## config.mk

```make
export PLATFORM = sky130hd
export DESIGN_NAME = reg_bank_p
export DESIGN_NICKNAME = d
export VERILOG_FILES = /design/src/rtl/reg_bank_pkg.sv /design/src/rtl/reg_bank_p_cell.sv /design/src/rtl/reg_bank_p.sv
export SDC_FILE = /design/constraint.sdc
export NUM_CORES = 1
export LEC_CHECK = 0
export CAP_MARGIN = 20
export CORE_AREA = 2 2 166 168
export CTS_CLUSTER_SIZE = 14
export DETAILED_ROUTE_END_ITERATION = 10
export DIE_AREA = 0 0 168 170
export PLACE_DENSITY = 0.78
export SLEW_MARGIN = 0
export SYNTH_ARGS = -nofsm -noshare
export SYNTH_HDL_FRONTEND = slang
export SYNTH_SLANG_ARGS = --single-unit
```

## constraint.sdc

```tcl
create_clock -name clk -period 2.75 [get_ports clk]
set_input_delay 0.275 -clock clk [delete_from_list [all_inputs] [get_ports clk]]
set_output_delay 0.275 -clock clk [all_outputs]
set_load 0.1 [all_outputs]
```

## src/rtl/reg_bank_pkg.sv

```systemverilog
// reg_bank_pkg -- shared definitions for the reg_bank_p register file.
//   mem_state_e : memory-transaction FSM states (IDLE, READ, WRITE)
//   SEL_DR/AR   : offsets added to NREG to select DR and AR on the read mux
package reg_bank_pkg;

  typedef enum logic [1:0] {
    IDLE  = 2'd0,
    READ  = 2'd1,
    WRITE = 2'd2
  } mem_state_e;

  localparam int SEL_DR = 0;
  localparam int SEL_AR = 1;

endpackage

```

## src/rtl/reg_bank_p_cell.sv

```systemverilog
// reg_cell_incdec -- one general-purpose register with load / increment /
// decrement.
//   clk, rst_n : clock, asynchronous active-low reset (clears q)
//   we         : load d (highest priority)
//   inc, dec   : +1 / -1 with wrap-around; both high holds the value
//   d          : load data
//   q          : register value
module reg_cell_incdec #(
  parameter int DATA_W = 16
) (
  input  logic              clk,
  input  logic              rst_n,
  input  logic              we,
  input  logic              inc,
  input  logic              dec,
  input  logic [DATA_W-1:0] d,
  output logic [DATA_W-1:0] q
);

  logic [DATA_W-1:0] q_q;
  logic [DATA_W-1:0] q_d;

  always_comb begin
    q_d = q_q;
    if (we) begin
      q_d = d;
    end else if (inc ^ dec) begin
      // Modular arithmetic gives the required wrap in both directions.
      q_d = inc ? q_q + 1'b1 : q_q - 1'b1;
    end
  end

  always_ff @(posedge clk or negedge rst_n) begin
    if (!rst_n) begin
      q_q <= '0;
    end else begin
      q_q <= q_d;
    end
  end

  assign q = q_q;

endmodule

```

## src/rtl/reg_bank_p.sv

```systemverilog
// reg_bank_p -- bank of NREG incrementable registers plus AR/DR/IR and a
// single-outstanding memory transaction FSM.
//   clk, rst_n            : clock, asynchronous active-low reset
//   c_bus_in              : shared write data for general regs, AR, DR
//   we/inc/dec [NREG]     : per-register load / increment / decrement
//   ar_we, dr_we          : load AR / DR (ignored while busy)
//   sel, mux_out          : read mux (0..NREG-1 regs, NREG DR, NREG+1 AR, else 0)
//   mem_rd, mem_wr        : transaction start pulses (accepted only in IDLE)
//   mem_req/mem_we/busy   : transaction status
//   mem_addr, mem_wdata   : AR, DR
//   mem_rdata, mem_ack    : read data and completion from memory
//   ir_ld, ir_out         : load IR from low bits of DR, IR value
//   reg_zero              : per-register zero flags
module reg_bank_p
  import reg_bank_pkg::*;
#(
  parameter int DATA_W = 16,
  parameter int NREG   = 8,
  parameter int IR_W   = 6,
  parameter int SEL_W  = $clog2(NREG + 2)
) (
  input  logic              clk,
  input  logic              rst_n,
  input  logic [DATA_W-1:0] c_bus_in,
  input  logic [NREG-1:0]   we,
  input  logic [NREG-1:0]   inc,
  input  logic [NREG-1:0]   dec,
  input  logic              ar_we,
  input  logic              dr_we,
  input  logic [SEL_W-1:0]  sel,
  output logic [DATA_W-1:0] mux_out,
  input  logic              mem_rd,
  input  logic              mem_wr,
  output logic              mem_req,
  output logic              mem_we,
  output logic              busy,
  output logic [DATA_W-1:0] mem_addr,
  output logic [DATA_W-1:0] mem_wdata,
  input  logic [DATA_W-1:0] mem_rdata,
  input  logic              mem_ack,
  input  logic              ir_ld,
  output logic [IR_W-1:0]   ir_out,
  output logic [NREG-1:0]   reg_zero
);

  logic [DATA_W-1:0] reg_q [NREG];

  mem_state_e        state_q, state_d;
  logic [DATA_W-1:0] ar_q, ar_d;
  logic [DATA_W-1:0] dr_q, dr_d;
  logic [IR_W-1:0]   ir_q, ir_d;

  for (genvar g = 0; g < NREG; g++) begin : g_reg
    reg_cell_incdec #(.DATA_W(DATA_W)) u_cell (
      .clk   (clk),
      .rst_n (rst_n),
      .we    (we[g]),
      .inc   (inc[g]),
      .dec   (dec[g]),
      .d     (c_bus_in),
      .q     (reg_q[g])
    );
  end

  // Read mux and zero flags
  always_comb begin
    mux_out = '0;
    for (int i = 0; i < NREG; i++) begin
      if (sel == SEL_W'(i)) mux_out = reg_q[i];
    end
    if (sel == SEL_W'(NREG + SEL_DR)) mux_out = dr_q;
    if (sel == SEL_W'(NREG + SEL_AR)) mux_out = ar_q;
  end

  always_comb begin
    reg_zero = '0;
    for (int i = 0; i < NREG; i++) begin
      reg_zero[i] = (reg_q[i] == '0);
    end
  end

  // Memory FSM next state; mem_rd wins over mem_wr when both pulse.
  always_comb begin
    state_d = state_q;
    case (state_q)
      IDLE: begin
        if (mem_rd)      state_d = READ;
        else if (mem_wr) state_d = WRITE;
      end
      READ, WRITE: begin
        if (mem_ack) state_d = IDLE;
      end
      default: state_d = IDLE;
    endcase
  end

  // AR/DR frozen during a transaction so address and write data stay
  // stable; the read ack is the only way DR changes while busy.
  always_comb begin
    ar_d = ar_q;
    dr_d = dr_q;
    ir_d = ir_q;
    if (state_q == IDLE && ar_we) ar_d = c_bus_in;
    if (state_q == READ && mem_ack) begin
      dr_d = mem_rdata;
    end else if (state_q == IDLE && dr_we) begin
      dr_d = c_bus_in;
    end
    // Uses current DR, so a coincident read ack is not seen by IR.
    if (ir_ld) ir_d = dr_q[IR_W-1:0];
  end

  always_ff @(posedge clk or negedge rst_n) begin
    if (!rst_n) begin
      state_q <= IDLE;
      ar_q    <= '0;
      dr_q    <= '0;
      ir_q    <= '0;
    end else begin
      state_q <= state_d;
      ar_q    <= ar_d;
      dr_q    <= dr_d;
      ir_q    <= ir_d;
    end
  end

  assign busy      = (state_q != IDLE);
  assign mem_req   = busy;
  assign mem_we    = (state_q == WRITE);
  assign mem_addr  = ar_q;
  assign mem_wdata = dr_q;
  assign ir_out    = ir_q;

endmodule

```

==> flow_summary.ini <==
[clock_network]
cts_buffers = 17
clk_latency_ps = 440
clock_sinks = 168
clk_pin_slew_ps = 70
htreeDepth = 4
cts_tree = done
clockBufferDepth = 2
ctsRootBufferMaster = clkbuf_16

[detailed_routing]
drc = 0
antenna_left = 0
num_vias = 15103
drt_pass1_iterations = 8
drt-initial-drc-count = 1610
routed_wl_um = 51700
drt-wirelength-per-cell_um = 21.8
via_per_inst = 6.37

[placement]
place_area_um2 = 17900
io_buffers = 132
gp_congestion = 1.04
dp.cells = 2323
place_hpwl_um = 37900

[logic_synthesis]
synthArstFlopShare_pct = 100
synth_edf_count = 0
synth_fp_nets = 1846
yosysWarningCount = 0
synth.yosys.seq_area_share_pct = 29.4
syn_avg_cell_area_um2 = 8.63
netlist_area_um2 = 14300
synth-seq-cells = 168
synth_top_flop_cell = dfrtp_1
syn_inst = 1655
synth_cell_types = 81

[setup_path]
worst_path_most_repeated_cell = nand2_1
crit_required_ps = 2480
worstReg2RegStart = g_reg[1].u_cell.q[1]
worst_path_largest_cell_delay_ps = 450
cp-startpoint = g_reg[0].u_cell.q[5]
endpoint_kind = output pin
crit_type = flip-flop to output pin
crit_arrival_ps = 2450
path_max_fanout = 4
path_cells = mux2_2 > a222oi_1 > buf_4 > nand2_1 > o22ai_1 > nand2_1 > buf_12
slowest_stage = dfrtp_1
startpoint_type = flip-flop

[pwr]
power.density_nw_per_um2 = 876
leakage_nw = 8.40
swShare_pct = 49.2
ir_worst_vdd_mv = 1.03
switchingPower_mw = 8.09
combPwrFrac_pct = 59.0
clockPowerShare_pct = 15.9
power_frac_seq_pct = 25.1
p_int_mw = 8.35

[floorplanning]
pin_count = 133
coreArea_um2 = 26700
die_w_um = 168
floorplan.initialDensity_pct = 53.6
die_height_um = 170
dieArea_um2 = 28600
core.rowCount = 60

[flow_run]
max-cap-violations = 0

[min_path]
hp-start = mem_rdata[0]
hold_path.class = input pin to flip-flop

[sta]
tightest_slew_ps = 1170
timing.final.crit_share_pct = 98.9
fmax_mhz = 368
hold_viol = 0
skew_ps = 14.5
layout_min_cycle_time_ps = 2720
max_slew_margin_pct = 21.7
finalSetupViolCount = 0
maxSlewViolCount = 0

[finish]
final_cells = 2371
final_cell_mix = buf_4, nand2_1, dfrtp_1
final_nets = 2206
nFillCells = 2027
regArea_um2 = 4210
fin_area_um2 = 18800
drive_gt1_share_pct = 25.9
multi_input_area_um2 = 9750
layout_commonest_cell = buf_4
area_growth_pct = 31.4

[global_routing]
grt_pass1_vias = 14667
antenna_found_initial = 2
grt_overflow = 0
grt_pass1_wl_um = 79700
grt_max_degree = 70
track_usage_pct = 35.8

[outcome]
outcome = finished, final reports clean
## final timing paths
check                                   endpoint  slack (ps)  cells past startpoint
setup / recovery                      mux_out[5]          30                      7
hold / removal                      mem_wdata[0]         380                      3
setup reg to reg           g_reg[1].u_cell.q[14]         120                      9
hold reg to reg                        ir_out[0]         510                      1
max in group asynchronous   g_reg[1].u_cell.q[5]        1550                      3
min in group asynchronous   g_reg[7].u_cell.q[7]         400                      2
## critical path: cells and delay by family (launching register included)
kind / cells / cell delay (ps)
multiplexers: 1 / 310
AND/OR/NAND/NOR: 2 / 220
AO/OA/AOI/OAI: 2 / 600
flip-flops: 1 / 450
buffers and inverters: 2 / 420
## logic make-up (layout without fill, tap and decap cells)
family / Yosys count / after routing / share of synthesized area (%)
AO/OA/AOI/OAI: 529 / 529 / 24.2
AND/OR/NAND/NOR: 491 / 491 / 16.6
flip-flops: 168 / 168 / 29.4
buffers and inverters: 130 / 503 / 3.44
adder cells (fa/ha/maj): 123 / 123 / 11.2
multiplexers: 114 / 114 / 8.96
XOR/XNOR: 100 / 100 / 6.13
other: 0 / 2 / 0
## per-stage QoR
step | power [mW] | hold slack (ps) | setup slack (ps) | utilization, % | setup TNS (ps)
after detailed placement | 13.5 | 338 | -555 | 67.0 | -19910
after global routing | 17.2 | 386 | -44.0 | 70.4 | -99.5
after CTS | 16.2 | 383 | 3.41 | 69.6 | 0
final | 16.4 | 385 | 29.9 | 70.4 | 0
after global placement | 13.2 | 349 | -375 | 67.0 | -13930
after floorplan | 10.3 | -20.6 | 61.8 | - | 0
## power groups by stage
stage | Combinational, mW | Sequential (mW) | Clock (mW)
floorplan | 4.49 | 5.76 | 0
global placement | 9.16 | 4.06 | 0
detailed placement | 9.39 | 4.10 | 0
CTS | 9.48 | 4.06 | 2.62
global route | 10.3 | 4.15 | 2.73
finish | 9.70 | 4.13 | 2.62
## registers in the layout, indices dropped and copies added, names as in the netlist
signal and count:
g.u_cell.q 128, mem_addr 16, mem_wdata 16, ir_out 6, state_q 2
## area by class of cell
type,instances,share of cell area [%]
Timing Repair Buffer,418,18.8
Multi-Input combinational cell,1357,52.0
Clock buffer,19,2.36
Tap cell,341,2.27
Inverter,51,1.08
Sequential cell,168,22.4
Timing Repair inverter,2,0.0667
Antenna cell,2,0.0267
Clock inverter,13,0.953
## what timing repair did
item | CTS | global route
endpoints found under the setup margin | 15 | 32
gates cloned | 0 | 2
setup buffers | 6 | 4
pin swaps | 5 | 9
endpoints found under the hold margin | 64 | 0
gates resized for setup | 6 | 41
hold buffers | 1 | 0
## synth_stat cells, drive strengths merged, types with 15 or more instances
cell | n | area, µm²
nand2 | 180 | 676
clkbuf | 70 | 263
o21bai | 23 | 173
xnor2 | 60 | 526
a21oi | 167 | 851
o21ai | 109 | 546
mux2 | 78 | 882
a22oi | 27 | 203
a211oi | 29 | 233
a21o | 27 | 203
nand3 | 19 | 100
inv | 49 | 184
xor2 | 40 | 350
ha | 115 | 1440
dfrtp | 168 | 4200
nor3 | 45 | 225
nor4 | 36 | 225
or3 | 17 | 106
nor2 | 102 | 383
nor2b | 15 | 93.8
o31ai | 15 | 118
o21a | 15 | 113
o22ai | 27 | 169
mux2i | 33 | 330
## metal layers
metal	track usage [%]	wire, µm
met1	44.3	19800
met2	58.4	23800
met3	7.37	4900
met4	20.6	3150
met5	0	13
Power figures use the tool's default switching activity.
